==> src/rtl/dcache_refill_sched.sv <==
`timescale 1ns/1ps
// -----------------------------------------------------------------------------
// dcache_refill_sched
//
// Refill scheduler for the L1 D-cache miss path. Picks one MSHR round-robin,
// issues its block acquire on the outer memory channel, then streams the
// returned grant beats into the data array write port (one row per beat)
// and signals completion back to the owning MSHR. Only one refill is in
// flight at any time.
//
// Ports:
//   clock, reset_n                 clock, synchronous active-low reset
//   req_valid/tag/idx/way          per-MSHR refill requests (packed, MSHR0 at LSBs)
//   req_grant                      one-hot 1-cycle accept pulse (combinational in IDLE)
//   mem_acq_valid/ready/addr/id    acquire channel, addr = {tag, idx}
//   mem_gnt_valid/ready/id/data    grant beat channel
//   data_wr_en/ready/way/idx/beat/data  data array row write port
//   done_valid, done_id            refill complete pulse
//   err                            sticky protocol error (wrong-id beat, watchdog)
//   busy                           scheduler not idle
//
// Optional build macro:
//   DCACHE_REFILL_TIMEOUT_EN       enables an 8-bit watchdog over ACQ/BEAT; when
//                                  TIMEOUT cycles pass without a handshake the
//                                  refill is abandoned (err set, DONE pulsed).
// -----------------------------------------------------------------------------
module dcache_refill_sched #(
  parameter int unsigned N_MSHRS      = 4,
  parameter int unsigned REFILL_BEATS = 4,
  parameter int unsigned IDX_BITS     = 6,
  parameter int unsigned WAY_BITS     = 3,
  parameter int unsigned TAG_BITS     = 20,
  parameter int unsigned ROW_BITS     = 128,
  parameter int unsigned TIMEOUT      = 255,
  localparam int unsigned ID_W        = (N_MSHRS > 1) ? $clog2(N_MSHRS) : 1,
  localparam int unsigned BEAT_W      = (REFILL_BEATS > 1) ? $clog2(REFILL_BEATS) : 1
) (
  input  logic                          clock,
  input  logic                          reset_n,
  input  logic [N_MSHRS-1:0]            req_valid,
  input  logic [N_MSHRS*TAG_BITS-1:0]   req_tag,
  input  logic [N_MSHRS*IDX_BITS-1:0]   req_idx,
  input  logic [N_MSHRS*WAY_BITS-1:0]   req_way,
  output logic [N_MSHRS-1:0]            req_grant,
  output logic                          mem_acq_valid,
  input  logic                          mem_acq_ready,
  output logic [TAG_BITS+IDX_BITS-1:0]  mem_acq_addr,
  output logic [ID_W-1:0]               mem_acq_id,
  input  logic                          mem_gnt_valid,
  output logic                          mem_gnt_ready,
  input  logic [ID_W-1:0]               mem_gnt_id,
  input  logic [ROW_BITS-1:0]           mem_gnt_data,
  output logic                          data_wr_en,
  input  logic                          data_wr_ready,
  output logic [WAY_BITS-1:0]           data_wr_way,
  output logic [IDX_BITS-1:0]           data_wr_idx,
  output logic [BEAT_W-1:0]             data_wr_beat,
  output logic [ROW_BITS-1:0]           data_wr_data,
  output logic                          done_valid,
  output logic [ID_W-1:0]               done_id,
  output logic                          err,
  output logic                          busy
);

  localparam logic [1:0] S_IDLE = 2'd0;
  localparam logic [1:0] S_ACQ  = 2'd1;
  localparam logic [1:0] S_BEAT = 2'd2;
  localparam logic [1:0] S_DONE = 2'd3;

  logic [1:0]          state_q, state_d;
  logic [ID_W-1:0]     rr_q, rr_d;
  logic [BEAT_W-1:0]   cnt_q, cnt_d;
  logic                err_q, err_d;
  logic [ID_W-1:0]     id_q, id_d;
  logic [TAG_BITS-1:0] tag_q, tag_d;
  logic [IDX_BITS-1:0] idx_q, idx_d;
  logic [WAY_BITS-1:0] way_q, way_d;

`ifdef DCACHE_REFILL_TIMEOUT_EN
  logic [7:0]          wdog_q, wdog_d;
`endif

  // Round-robin pick: first requester at or after rr_q, wrapping.
  logic                arb_hit;
  logic [ID_W-1:0]     arb_id;
  logic [ID_W-1:0]     arb_cand;

  always_comb begin
    arb_hit  = 1'b0;
    arb_id   = '0;
    arb_cand = '0;
    for (int unsigned i = 0; i < N_MSHRS; i++) begin
      arb_cand = ID_W'((32'(rr_q) + i) % N_MSHRS);
      if (!arb_hit && req_valid[arb_cand]) begin
        arb_hit = 1'b1;
        arb_id  = arb_cand;
      end
    end
  end

  logic in_idle, in_acq, in_beat, in_done;
  logic grant_fire, acq_fire, wr_fire, bad_beat, last_beat;

  assign in_idle = (state_q == S_IDLE);
  assign in_acq  = (state_q == S_ACQ);
  assign in_beat = (state_q == S_BEAT);
  assign in_done = (state_q == S_DONE);

  // A grant raised while reset is asserted would be dropped by the reset,
  // so it is suppressed to keep the MSHR from believing it was accepted.
  assign grant_fire = in_idle && reset_n && arb_hit;
  assign acq_fire   = in_acq && mem_acq_ready;
  assign wr_fire    = mem_gnt_valid && mem_gnt_ready;
  assign bad_beat   = in_beat && mem_gnt_valid && (mem_gnt_id != id_q);
  assign last_beat  = (cnt_q == BEAT_W'(REFILL_BEATS - 1));

  always_comb begin
    state_d = state_q;
    rr_d    = rr_q;
    cnt_d   = cnt_q;
    err_d   = err_q;
    id_d    = id_q;
    tag_d   = tag_q;
    idx_d   = idx_q;
    way_d   = way_q;

    case (state_q)
      S_IDLE: begin
        if (grant_fire) begin
          id_d    = arb_id;
          tag_d   = req_tag[arb_id*TAG_BITS +: TAG_BITS];
          idx_d   = req_idx[arb_id*IDX_BITS +: IDX_BITS];
          way_d   = req_way[arb_id*WAY_BITS +: WAY_BITS];
          rr_d    = (arb_id == ID_W'(N_MSHRS - 1)) ? '0 : arb_id + 1'b1;
          state_d = S_ACQ;
        end
      end
      S_ACQ: begin
        if (acq_fire) begin
          cnt_d   = '0;
          state_d = S_BEAT;
        end
      end
      S_BEAT: begin
        // A beat for another source is left on the channel, not consumed.
        if (bad_beat) begin
          err_d = 1'b1;
        end
        if (wr_fire) begin
          if (last_beat) begin
            cnt_d   = '0;
            state_d = S_DONE;
          end else begin
            cnt_d = cnt_q + 1'b1;
          end
        end
      end
      S_DONE: begin
        state_d = S_IDLE;
      end
      default: begin
        state_d = S_IDLE;
      end
    endcase

`ifdef DCACHE_REFILL_TIMEOUT_EN
    // Watchdog overrides the normal transition: abandon the refill and
    // report completion so the MSHR is not left hanging.
    wdog_d = '0;
    if (in_acq || in_beat) begin
      if (acq_fire || wr_fire) begin
        wdog_d = '0;
      end else if (wdog_q == 8'(TIMEOUT - 1)) begin
        wdog_d  = '0;
        err_d   = 1'b1;
        cnt_d   = '0;
        state_d = S_DONE;
      end else begin
        wdog_d = wdog_q + 1'b1;
      end
    end
`endif
  end

  always_ff @(posedge clock) begin
    if (!reset_n) begin
      state_q <= S_IDLE;
      rr_q    <= '0;
      cnt_q   <= '0;
      err_q   <= 1'b0;
      id_q    <= '0;
      tag_q   <= '0;
      idx_q   <= '0;
      way_q   <= '0;
`ifdef DCACHE_REFILL_TIMEOUT_EN
      wdog_q  <= '0;
`endif
    end else begin
      state_q <= state_d;
      rr_q    <= rr_d;
      cnt_q   <= cnt_d;
      err_q   <= err_d;
      id_q    <= id_d;
      tag_q   <= tag_d;
      idx_q   <= idx_d;
      way_q   <= way_d;
`ifdef DCACHE_REFILL_TIMEOUT_EN
      wdog_q  <= wdog_d;
`endif
    end
  end

  // Outputs are qualified by state so everything reads 0 while idle.
  assign req_grant     = grant_fire ? (N_MSHRS'(1) << arb_id) : '0;

  assign mem_acq_valid = in_acq;
  assign mem_acq_addr  = in_acq ? {tag_q, idx_q} : '0;
  assign mem_acq_id    = in_acq ? id_q : '0;

  assign mem_gnt_ready = in_beat && data_wr_ready && (mem_gnt_id == id_q);

  assign data_wr_en    = wr_fire;
  assign data_wr_way   = in_beat ? way_q : '0;
  assign data_wr_idx   = in_beat ? idx_q : '0;
  assign data_wr_beat  = in_beat ? cnt_q : '0;
  assign data_wr_data  = in_beat ? mem_gnt_data : '0;

  assign done_valid    = in_done;
  assign done_id       = in_done ? id_q : '0;

  assign err           = err_q;
  assign busy          = !in_idle;

endmodule

==> config.mk <==
export PLATFORM = sky130hd
export DESIGN_NAME = dcache_refill_sched
export DESIGN_NICKNAME = d
export VERILOG_FILES = /design/src/rtl/dcache_refill_sched.sv
export SDC_FILE = /design/constraint.sdc
export NUM_CORES = 1
export LEC_CHECK = 0
export CAP_MARGIN = 20
export CORE_AREA = 2 2 166 168
export DETAILED_ROUTE_END_ITERATION = 10
export DIE_AREA = 0 0 168 170
export PLACE_DENSITY = 0.56
export SYNTH_ARGS = -nofsm -noshare
export SYNTH_HDL_FRONTEND = slang
export SYNTH_SLANG_ARGS = --single-unit
==> constraint.sdc <==
create_clock -name clock -period 6.2 [get_ports clock]
set_input_delay 1.24 -clock clock [delete_from_list [all_inputs] [get_ports clock]]
set_output_delay 1.24 -clock clock [all_outputs]
set_load 0.01 [all_outputs]
==> impl_metrics.toml, run 1 <==
[status]
status = "complete, no violations"

[route]
viasPerCell = 4.02
drc = 0
wl_per_cell_um = 18.6
ant_nets = 0
num_vias = 4949
drt_iter0_drc = 162
finalWirelength_um = 22900
dr.pass1.iters = 4

[timing]
tightest_slew_ns = 0.722
hold_viol = 0
worst_slack_ns = 1.19
slew_headroom = 0.517
fin_crit_ns = 5.01
setup_tns_ns = 0
setup_viol = 0
skew_ns = 0.00657
rsz0062_at_grt = "no"
period_share = 0.808
fmax_mhz = 200
slew_viol_final = 0

[clock_tree]
post_cts_buffers = 0
numCtsBuffers = 5
cts_buffer_depth = 2
clkTransAtPathRegs_ns = 0.06
cts_sinks = 38
ctsHtreeMaxLevel = 2
cts_tree = "yes"
cts_hold_buf = 0
ctsResizeCount = 0
clk_latency_ns = 0.29
root_buffer = "clkbuf_16"

[critical_path]
cp.arrival_ns = 3.77
crit_fanout = 19
worstSetupPathType = "in2out"
required_ns = 4.96
cp-end-kind = "primary output"
start_kind = "input port"

[cells_and_area]
areaGrowthSynthToFinish_pct = 132
layout-drive-gt1-share = 0.0419
layout_commonest_cell = "clkdlybuf4s50_1"
final_cell_mix = "clkdlybuf4s50_1, and2_1, mux2i_1, dfxtp_1, nand3_1"
postLayoutCellArea_mm2 = 0.00854
layout.nets = 1147

[yosys]
netlist_top_cells_area = "and2_1, dfxtp_1, mux2i_1, nand3_1, a21o_1"
synth_flop_cell = "dfxtp_1"
syn_inst = 474
synth_area_leader_cell = "and2_1"
ys_types = 41
yosys_warnings = 0
ys_ff_latch = 38
yosysSeqAreaShare = 0.206
async_flop_share = 0
synth_fp_nets = 738
syn_area_mm2 = 0.00369
synth_top_area_frac = 0.288
synth-edff-count = 0
synth_area_per_cell_um2 = 7.78

[die]
initial_core_util = 0.138
core_mm2 = 0.0267
die_w_um = 168
boundaryPins = 434
row_count = 60
dieArea_mm2 = 0.0286
die_y_um = 170

[global_routing]
grt_remaining_overflow = 0
antenna_found_initial = 12
grt_first_pass_wirelength_um = 32700
grt_pass1_vias = 5091
grt_max_degree = 80
grt_usage = 0.153

[placement]
dpl_worst_slack_ns = 1.18
post-dp-hpwl_um = 19600
placed_area_mm2 = 0.00837
port_buffers = 433
globalplace.congestion = 0.775

[power]
p_per_area_mw_per_mm2 = 272
ir_drop_v = 0.0000963
leakage_nw = 3.22

[job]
maxCapViolations = 0

[hold_path]
hold_path.class = "reg2reg"
[through the flow]
step / utilization / std cells / total power, mW / hold slack (ns)
after floorplan: - / 474 / 1.23 / 0.436
after global placement: 0.313 / 1216 / 2.05 / 0.445
after detailed placement: 0.314 / 1217 / 2.08 / 0.451
after CTS: 0.320 / 1225 / 2.36 / 0.467
after global routing: 0.320 / 1230 / 2.49 / 0.488
final: 0.320 / 1232 / 2.32 / 0.464
[layout make-up]
cell class | instances | area, um^2
inverter | 9 | 36.3
multi-input combinational | 386 | 2720
fill | 2805 | 18100
sequential | 38 | 761
clock inverter | 2 | 12.5
clock buffer | 6 | 139
tap | 341 | 427
timing repair buffer | 443 | 4430
antenna | 7 | 17.5
[state kept, by name, summed over array words and instances, names as in the netlist]
signal   flops
idx_q        6
cnt_q        2
rr_q         2
id_q         2
err          1
way_q        3
state_q      2
tag_q       20
[worst max-delay path, cell delays in order]
cell             delay, ns
clkdlybuf4s50_1       0.58
nor2b_2               0.25
a221o_1               0.17
buf_4                 0.25
nand2_4               0.10
inv_4                 0.24
ha_1                  0.21
and3_1                0.15
clkdlybuf4s50_1       0.56
[routing by layer]
metal | up-vias | track usage | part of all wire
li1 | 2432 | - | -
met1 | 2257 | 0.162 | 0.37
met2 | 235 | 0.292 | 0.54
met3 | 23 | 0.0458 | 0.080
met4 | 2 | 0.0450 | 0.014
met5 | - | 0 | 0.00057
[path summary, 6_finish.rpt]
check,slack (ns),to,start,cells after the start
worst max register to register,3.65,idx_q[2],state_q[0],7
worst min-delay path,0.46,tag_q[15],tag_q[15],2
worst max-delay path,1.19,req_grant[3],req_valid[2],9
worst min register to register,0.46,tag_q[15],tag_q[15],2
[synth_stat cells, drive strengths merged (2+ instances only)]
master,number
a21o,18
a21oi,3
and2,170
and3,4
buf,12
clkbuf,29
dfxtp,38
ha,9
inv,9
mux2i,47
nand2,29
nand3,31
nor2,2
nor2b,7
nor3,2
o211ai,19
o21ai,19
o221ai,11
xor2,2
[report_power, final]
| part | internal [mW] | total (mW) | switching (mW) |
|---|---|---|---|
| combinational | 0.864 | 1.62 | 0.758 |
| clock | 0.160 | 0.273 | 0.114 |
| sequential | 0.350 | 0.423 | 0.0721 |
| total | 1.37 | 2.32 | 0.944 |
[kinds of logic (layout without fill, tap and decap cells)]
family,Yosys count,in the layout,synth area share
AND/OR/NAND/NOR,246,246,0.391
AO/OA/AOI/OAI,82,82,0.175
buffers and inverters,50,460,0.0645
multiplexers,47,47,0.128
flip-flops,38,38,0.206
adder cells (fa/ha/maj),9,9,0.0305
XOR/XNOR,2,2,0.00475
other,0,7,0
Note: power is estimated with default switching activity, not from simulation.
==> run 2, diff against run 1 <==
Settings changed: CORE_AREA 2 2 166 168 to 2 2 167 169, DIE_AREA 0 0 168 170 to 0 0 169 171, PLACE_DENSITY 0.56 to 0.57.
Clock period 6.2 ns to 4.1 ns, I/O delays scaled along.
==> run 2 against run 1 <==
Critical path depth decreased by 1. Wire length decreased by 1.9%. Die area increased by 1.2%. Clock power increased by 69%. Hold slack got worse by 0.0041 ns. Register-to-register slack got worse by 2.0 ns. Combinational power increased by 52%. Sequential share of layout area about the same. Power increased by 54%. Sequential power increased by 49%. Utilization decreased by 0.69 points. Critical endpoint is now req_grant[2]. Largest cell class unchanged. Highest routed layer is now met4.
==> impl_metrics.toml, run 2 (synthesis results as in run 1) <==
[status]
status = "complete, no violations"

[power]
ir_drop_v = 0.000209
leakage_nw = 3.23
p_per_area_mw_per_mm2 = 416
total_power_mw = 3.56

[die]
core_mm2 = 0.0273
boundaryPins = 434
initial_core_util = 0.135
die_w_um = 169
dieArea_mm2 = 0.0289
row_count = 61
die_y_um = 171

[global_routing]
antenna_found_initial = 3
grt_pass1_vias = 4832
grt_max_degree = 77
grt_remaining_overflow = 0
grt_usage = 0.145
grt_first_pass_wirelength_um = 31200

[cells_and_area]
areaGrowthSynthToFinish_pct = 132
postLayoutCellArea_mm2 = 0.00856
diodes = 0
largest_reg_flops = 20
layout_commonest_cell = "clkdlybuf4s50_1"
layout.nets = 1149
largestRegisters = "tag_q: 20 flops, idx_q: 6 flops, way_q: 3 flops"
final_util = 0.313
regMostFlops = "tag_q"
final_cell_mix = "clkdlybuf4s50_1, and2_1, mux2i_1, dfxtp_1, nand3_1"
layout-drive-gt1-share = 0.0440

[clock_tree]
clkTransAtPathRegs_ns = 0.06
clk_latency_ns = 0.29
root_buffer = "clkbuf_16"
post_cts_buffers = 0
cts_buffer_depth = 2
ctsResizeCount = 0
cts_sinks = 38
numCtsBuffers = 5
ctsHtreeMaxLevel = 2
cts_tree = "yes"
cts_hold_buf = 0

[critical_path]
r2r_cells = 8
r2r_slack_ns = 1.62
slowest_stage = "clkdlybuf4s50_1"
path_cells = "clkdlybuf4s50_1 > nor2b_2 > and2b_1 > nor3_4 > inv_1 > ha_1 > and3_1 > clkdlybuf4s50_1"
cp.arrival_ns = 3.13
rr_startpoint = "state_q[0]"
r2r_end = "tag_q[0]"
max_stage_delay_ns = 0.52
crit_fanout = 6
cpMostUsedCell = "clkdlybuf4s50_1"
worstSetupPathType = "in2out"
cp-end-kind = "primary output"
required_ns = 3.28
start_kind = "input port"

[timing]
setup_tns_ns = 0
rsz0062_at_grt = "no"
fin_crit_ns = 3.95
hold_viol = 0
slew_headroom = 0.521
slew_viol_final = 0
period_share = 0.963
skew_ns = 0.00459
setup_viol = 0
fmax_mhz = 253
tightest_slew_ns = 0.718
worst_slack_ns = 0.152

[route]
wl_per_cell_um = 18.2
finalWirelength_um = 22400
viasPerCell = 3.97
drc = 0
ant_nets = 0
num_vias = 4894
drt_iter0_drc = 143
dr.pass1.iters = 4

[hold_path]
hold_path_depth = 2
hold_end = "tag_q[18]"
min-delay-start = "tag_q[18]"
hold_path.class = "reg2reg"

[placement]
port_buffers = 433
globalplace.congestion = 0.781
placed_area_mm2 = 0.00839
dpl_worst_slack_ns = 0.120
post-dp-hpwl_um = 19400

[job]
maxCapViolations = 0
[run 2: cell types whose count changed in the layout (fill, tap and decap cells not counted)]
cell,before,now
clkinvlp_4,1,2
diode_2,7,0
clkinv_2,1,0
buf_12,0,2
bufinv_16,0,1
buf_4,9,10
clkbuf_8,1,0
buf_16,1,0
[run 2: area by class of cell]
class	count	area [um^2]
multi-input cells	386	2720
flip-flops and latches	38	761
clock buffers	5	125
well taps	346	433
repair buffers	445	4450
inverters	9	36.3
fillers	2896	18800
clock inverters	3	45.0
[run 2: worst max-delay path by stage]
| stage | from | endpoint | slack (ns) | cells past startpoint |
|---|---|---|---|---|
| floorplan | req_valid[2] | req_grant[2] | 1.24 | 8 |
| global placement | req_valid[2] | req_grant[0] | 0.20 | 8 |
| detailed placement | req_valid[2] | req_grant[0] | 0.12 | 8 |
| CTS | req_valid[2] | req_grant[0] | 0.11 | 8 |
| global route | req_valid[2] | req_grant[0] | 0.03 | 8 |
| finish | req_valid[2] | req_grant[2] | 0.15 | 8 |
[run 2: through the flow]
step                      instances  hold slack [ns]
after floorplan                 474            0.436
after global placement         1224            0.447
after detailed placement       1224            0.452
after CTS                      1232            0.465
after global routing           1232            0.488
final                          1232            0.460
[run 2: worst max-delay path, delay by kind of cell]
family	cells	cell delay [ns]
adders and majority gates	1	0.20
buffers and inverters	3	1.14
and+or+nand+nor	4	0.96
[run 2: report_power, final]
| part | leakage [nW] | switching, mW | internal, mW | total [mW] |
|---|---|---|---|---|
| clock | 0.0760 | 0.175 | 0.287 | 0.462 |
| combinational | 2.84 | 1.16 | 1.31 | 2.47 |
| sequential | 0.314 | 0.100 | 0.530 | 0.630 |
[run 2: layer usage]
layer	share of wire	wire, um	global-route usage
met1	0.38	8510	0.161
met3	0.070	1570	0.0345
met5	0	0	0
met2	0.54	12200	0.286
met4	0.0069	155	0.0201
==> RTL change 1 (config.mk and constraints of run 2) <==
The option `DCACHE_REFILL_TIMEOUT_EN` is turned on by a define.
--- a/src/rtl/dcache_refill_sched.sv
+++ b/src/rtl/dcache_refill_sched.sv
@@ -24,6 +24,8 @@
 //                                  TIMEOUT cycles pass without a handshake the
 //                                  refill is abandoned (err set, DONE pulsed).
 // -----------------------------------------------------------------------------
+`define DCACHE_REFILL_TIMEOUT_EN
+
 module dcache_refill_sched #(
   parameter int unsigned N_MSHRS      = 4,
   parameter int unsigned REFILL_BEATS = 4,
Check against the original RTL: no difference found for any inputs over 4 cycles, from zero or initial values and one cycle with reset_n low; that may be too few to reach the edited logic, so the function may still have changed.
==> RTL change 1 against run 2 <==
Die area stayed put. Critical path depth is 1 lower. Worst setup slack better by 0.10 ns. Synthesized cell count is 8.2% higher. Power is 9.1% lower. First-iteration DRC count is 3.5% lower. Global-route usage is 0.34 points higher. Fmax is 2.7% higher. Design area is 4.1% higher. Sequential cell count is 8 higher. Synthesized area is 9.3% higher. Routed wire length is 3.4% higher. Cell count is 3.7% higher.
==> RTL change 1: results (changes against run 2) <==
| Metric | Value |
|---|---|
| Status | `completed (unchanged)` |
| Initial antenna violation count | `5 (was 3)` |
| Internal | `1.94 mW (was 2.13 mW)` |
| Met2 WL | `11.3 mm (was 12.2 mm)` |
| Min Tclk post-route | `3.84 ns (was 3.95 ns)` |
| Vias in the first global route | `5267 (was 4832)` |
| Post-DP HPWL | `19.7 mm (was 19.4 mm)` |
| Crit path capture | `req_grant[0] (was req_grant[2])` |
| First-pass GRT wire length | `32.7 mm (was 31.2 mm)` |
| M1 WL | `9.71 mm (was 8.51 mm)` |
| GRT met1 Usage | `0.181 (was 0.161)` |
| Mapped Nets | `781 (was 738)` |
| Peak supply drop | `0.000207 V (was 0.000209 V)` |
| XOR/XNOR Fraction of Synth Area | `0.0174 (was 0.00475)` |
| Routed WL per cell | `18.2 um (about the same)` |
| Final Hold Slack | `0.459 ns (was 0.460 ns)` |
| Leak | `3.42 nW (was 3.23 nW)` |
| Worst min-delay path class | `reg2reg (unchanged)` |
| RR Endpoint | `way_q[1] (was tag_q[0])` |
| Post-synthesis mux area share | `0.114 (was 0.128)` |
| Setup crit start | `req_valid[0] (was req_valid[2])` |
| Slowest cell delay on critical path | `0.59 ns (was 0.52 ns)` |
| Post-synth cell types | `43 (was 41)` |
| Iter 0 DRT Violations | `138 (was 143)` |
| Post-synth top cells | `172 x and2_1, 46 x dfxtp_1, 46 x mux2i_1 (was 170 x and2_1, 47 x mux2i_1, 38 x dfxtp_1)` |
| R2r setup slk | `1.79 ns (was 1.62 ns)` |
| Met2 Usage GRT | `0.259 (was 0.286)` |
| Skew final | `0.0142 ns (was 0.00459 ns)` |
| R2r startpoint | `state_q[0] (unchanged)` |
| Worst reg-to-reg path cell count | `7 (was 8)` |
| Vias per cell | `4.09 (was 3.97)` |
| Critical path arrival | `3.02 ns (was 3.13 ns)` |
| Fraction of layout cells with a size suffix above 1 | `0.0334 (was 0.0440)` |
| Total track usage | `0.149 (was 0.145)` |
| Largest net degree at the start of global routing | `59 (was 77)` |
| Post-synthesis compound-gate area fraction | `0.154 (was 0.175)` |
| Synth Area in Adders | `0.0403 (was 0.0305)` |
| Gp weighted congestion | `0.781 (about the same)` |
| Met3 Track Usage GR | `0.0495 (was 0.0345)` |
| Synth top area cells | `and2_1 27%, dfxtp_1 23%, mux2i_1 11%, ha_1 4.0%, o221ai_1 3.5% (was and2_1 29%, dfxtp_1 21%, mux2i_1 13%, nand3_1 4.2%, a21o_1 3.7%)` |
| Seq pwr | `0.723 mW (was 0.630 mW)` |
| Max FO, Critical Path | `5 (was 6)` |
RTL change 1: how the worst min path moves through the flow:
stage	startpoint	to	depth (start not counted)
floorplan	tag_q[0]	tag_q[0]	2
global placement	tag_q[0]	tag_q[0]	2
detailed placement	tag_q[1]	tag_q[1]	2
CTS	tag_q[10]	tag_q[10]	2
global route	tag_q[10]	tag_q[10]	2
finish	tag_q[10]	tag_q[10]	2
RTL change 1: layout make-up:
cell class              count  area (um^2)
inverters                   8         32.5
diodes                      2         5.00
fillers                  2912        18400
clock buffers               5          125
well taps                 346          433
repair buffers            449         4460
multi-input cells         418         2920
clock inverters             3         23.8
flip-flops and latches     46          921
RTL change 1: per-stage QoR:
| stage | instance area [um^2] | instances |
|---|---|---|
| 6_report | 8910 | 1277 |
| 5_1_grt | 8910 | 1275 |
| 4_1_cts | 8900 | 1274 |
| 2_1_floorplan | 4030 | 513 |
| 3_3_place_gp | 8750 | 1266 |
| 3_5_place_dp | 8750 | 1266 |
==> RTL change 2 (flow settings as in run 2) <==
Made on the original files. Put one more register stage on the output `err`, cleared by the reset. The value now appears one clock later. The other outputs are not delayed to match.
--- a/src/rtl/dcache_refill_sched.sv
+++ b/src/rtl/dcache_refill_sched.sv
@@ -228,7 +228,13 @@
   assign done_valid    = in_done;
   assign done_id       = in_done ? id_q : '0;
 
-  assign err           = err_q;
+  always_ff @(posedge clock) begin
+    if (!reset_n) begin
+      err <= '0;
+    end else begin
+      err <= err_q;
+    end
+  end
   assign busy          = !in_idle;
 
 endmodule
Formal check against the unedited RTL: not equivalent (Yosys sat finds a counterexample within 4 cycles, from zero or initial values and one cycle with reset_n low).
==> RTL change 2 against run 2 <==
Global-route usage shrank 1.6 points. Sequential cell count grew 1. Synthesized area shrank 1.9%. Highest routed layer is now met5. Worst setup slack gained 0.11 ns. Power shrank 2.4%. First-iteration DRC count grew 29%. Design area shrank 2.1%. Routed wire length shrank 8.5%.
==> RTL change 2: results (changes against run 2) <==
| Metric | Value |
|---|---|
| Skew-Pair Late Insertion Delay | `0.29 ns (about the same)` |
| Worst min-delay path class | `reg2reg (unchanged)` |
| Post-synth top cells | `174 x and2_1, 62 x mux2i_1, 39 x dfxtp_1 (was 170 x and2_1, 47 x mux2i_1, 38 x dfxtp_1)` |
| Yosys warnings | `0 (unchanged)` |
| First-pass GRT wire length | `28.1 mm (was 31.2 mm)` |
| Post-synth cell types | `38 (was 41)` |
| Vias in the first global route | `4522 (was 4832)` |
| Slowest cell delay on critical path | `0.53 ns` |
| Initial antenna violation count | `11 (was 3)` |
| Fillers | `2884 (was 2896)` |
| Iter 0 DRT Violations | `185 (was 143)` |
| Ys async rst share | `0 (unchanged)` |
| Hold_sp | `tag_q[4] (was tag_q[18])` |
| Leading registers by flop count | `tag_q: 20 flops, idx_q: 6 flops, way_q: 3 flops (unchanged)` |
| Total track usage | `0.130 (was 0.145)` |
| Setup Buffers After CTS | `0 (unchanged)` |
| Leak | `3.17 nW (was 3.23 nW)` |
| Status | `completed (unchanged)` |
| Hold depth | `2 (unchanged)` |
| Peak supply drop | `0.000217 V (was 0.000209 V)` |
| Worst slew pin tran | `0.726 ns (was 0.718 ns)` |
| # resized after CTS | `0 (unchanged)` |
| Detailed-route via count | `4618 (was 4894)` |
| Root buf cell | `clkbuf_16 (unchanged)` |
| RR Endpoint | `state_q[1] (was tag_q[0])` |
| Synth top area cells | `and2_1 30%, dfxtp_1 22%, mux2i_1 17%, o221ai_1 4.1%, nand2_1 3.3% (was and2_1 29%, dfxtp_1 21%, mux2i_1 13%, nand3_1 4.2%, a21o_1 3.7%)` |
| Initial DRT Pass Iterations | `5 (was 4)` |
| Critical path arrival | `3.02 ns (was 3.13 ns)` |
| Internal | `2.08 mW (was 2.13 mW)` |
| R2r startpoint | `state_q[0] (unchanged)` |
| Routed WL per cell | `17.1 um (was 18.2 um)` |
| Largest net degree at the start of global routing | `74 (was 77)` |
| Skew final | `0.00567 ns (was 0.00459 ns)` |
| Mapped Nets | `702 (was 738)` |
| Max_cap viols | `0 (unchanged)` |
| Nets@finish | `1113 (was 1149)` |
| Clock Pin Slew Worst Setup and Hold Paths | `0.06 ns (about the same)` |
| Fraction of layout cells with a size suffix above 1 | `0.0400 (was 0.0440)` |
| Max Root-Sink Buffers | `2 (unchanged)` |
| R2r setup slk | `1.79 ns (was 1.62 ns)` |
| Max FO, Critical Path | `11 (was 6)` |
| Post-DP HPWL | `17.2 mm (was 19.4 mm)` |
| Port buffer count | `433 (unchanged)` |
| H-tree depth | `2 (unchanged)` |
| CP max stage cell | `clkdlybuf4s50_1 (unchanged)` |
| Most used flip-flop cell after synthesis | `dfxtp_1 (unchanged)` |
| Worst reg-to-reg path cell count | `7 (was 8)` |
| Hold EP | `tag_q[4] (was tag_q[18])` |
| Sequential-to-total area share from yosys stat | `0.216 (was 0.206)` |
| Gp weighted congestion | `0.770 (was 0.781)` |
RTL change 2: final cells by class:
class,count,share of cell area
inverters,8,0.00358
well taps,346,0.0516
clock inverters,1,0.000597
flip-flops and latches,39,0.0931
diodes,2,0.000597
clock buffers,7,0.0158
multi-input cells,353,0.308
repair buffers,442,0.527
RTL change 2: through the flow:
step                      setup WS (ns)  hold slack, ns  cells  utilization  cell area, um^2
after detailed placement          0.254           0.439   1188        0.302             8240
after CTS                         0.255           0.457   1196        0.307             8380
final                             0.258           0.452   1198        0.307             8380
after global routing             0.0907           0.477   1197        0.307             8380
after global placement            0.339           0.435   1188        0.302             8240
after floorplan                    1.36           0.424    438            -             3620
RTL change 2: logic make-up (layout without fill, tap and decap cells):
logic type | Yosys count | after routing | share of synthesized area
multiplexers | 62 | 62 | 0.172
adder cells (fa/ha/maj) | 9 | 9 | 0.0311
buffers and inverters | 46 | 458 | 0.0754
XOR/XNOR | 2 | 2 | 0.00484
AND/OR/NAND/NOR | 235 | 235 | 0.386
AO/OA/AOI/OAI | 45 | 45 | 0.115
other | 0 | 2 | 0
flip-flops | 39 | 39 | 0.216
RTL change 2: power groups by stage:
stage | Combinational (mW) | Clock [mW] | Sequential, mW
3_5_place_dp | 2.45 | 0 | 0.674
6_report | 2.42 | 0.390 | 0.664
4_1_cts | 2.46 | 0.417 | 0.667
2_1_floorplan | 1.29 | 0 | 0.624
5_1_grt | 2.62 | 0.427 | 0.687
3_3_place_gp | 2.45 | 0 | 0.670
RTL change 2: critical path, delay by kind of cell:
family / cells / cell delay (ns)
adders and majority gates: 1 / 0.23
and+or+nand+nor: 1 / 0.14
AOI/OAI and AO/OA: 3 / 0.63
buffers and inverters: 3 / 1.20
RTL change 2: per-layer routing:
metal  part of all wire  track usage  vias up
met5             0.0056            0        -
met4              0.014       0.0301       18
met3               0.11       0.0518       33
met2               0.46        0.210      215
met1               0.41        0.161     2046
li1                   -            -     2306
RTL change 2: worst max path at each step:
stage                     slack [ns]           end    startpoint
after floorplan                 1.36  req_grant[1]  req_valid[1]
after global placement          0.34  req_grant[3]  req_valid[0]
after detailed placement        0.25  req_grant[3]  req_valid[0]
after CTS                       0.25  req_grant[3]  req_valid[0]
after global routing            0.09  req_grant[2]  req_valid[0]
final                           0.26  req_grant[3]  req_valid[0]
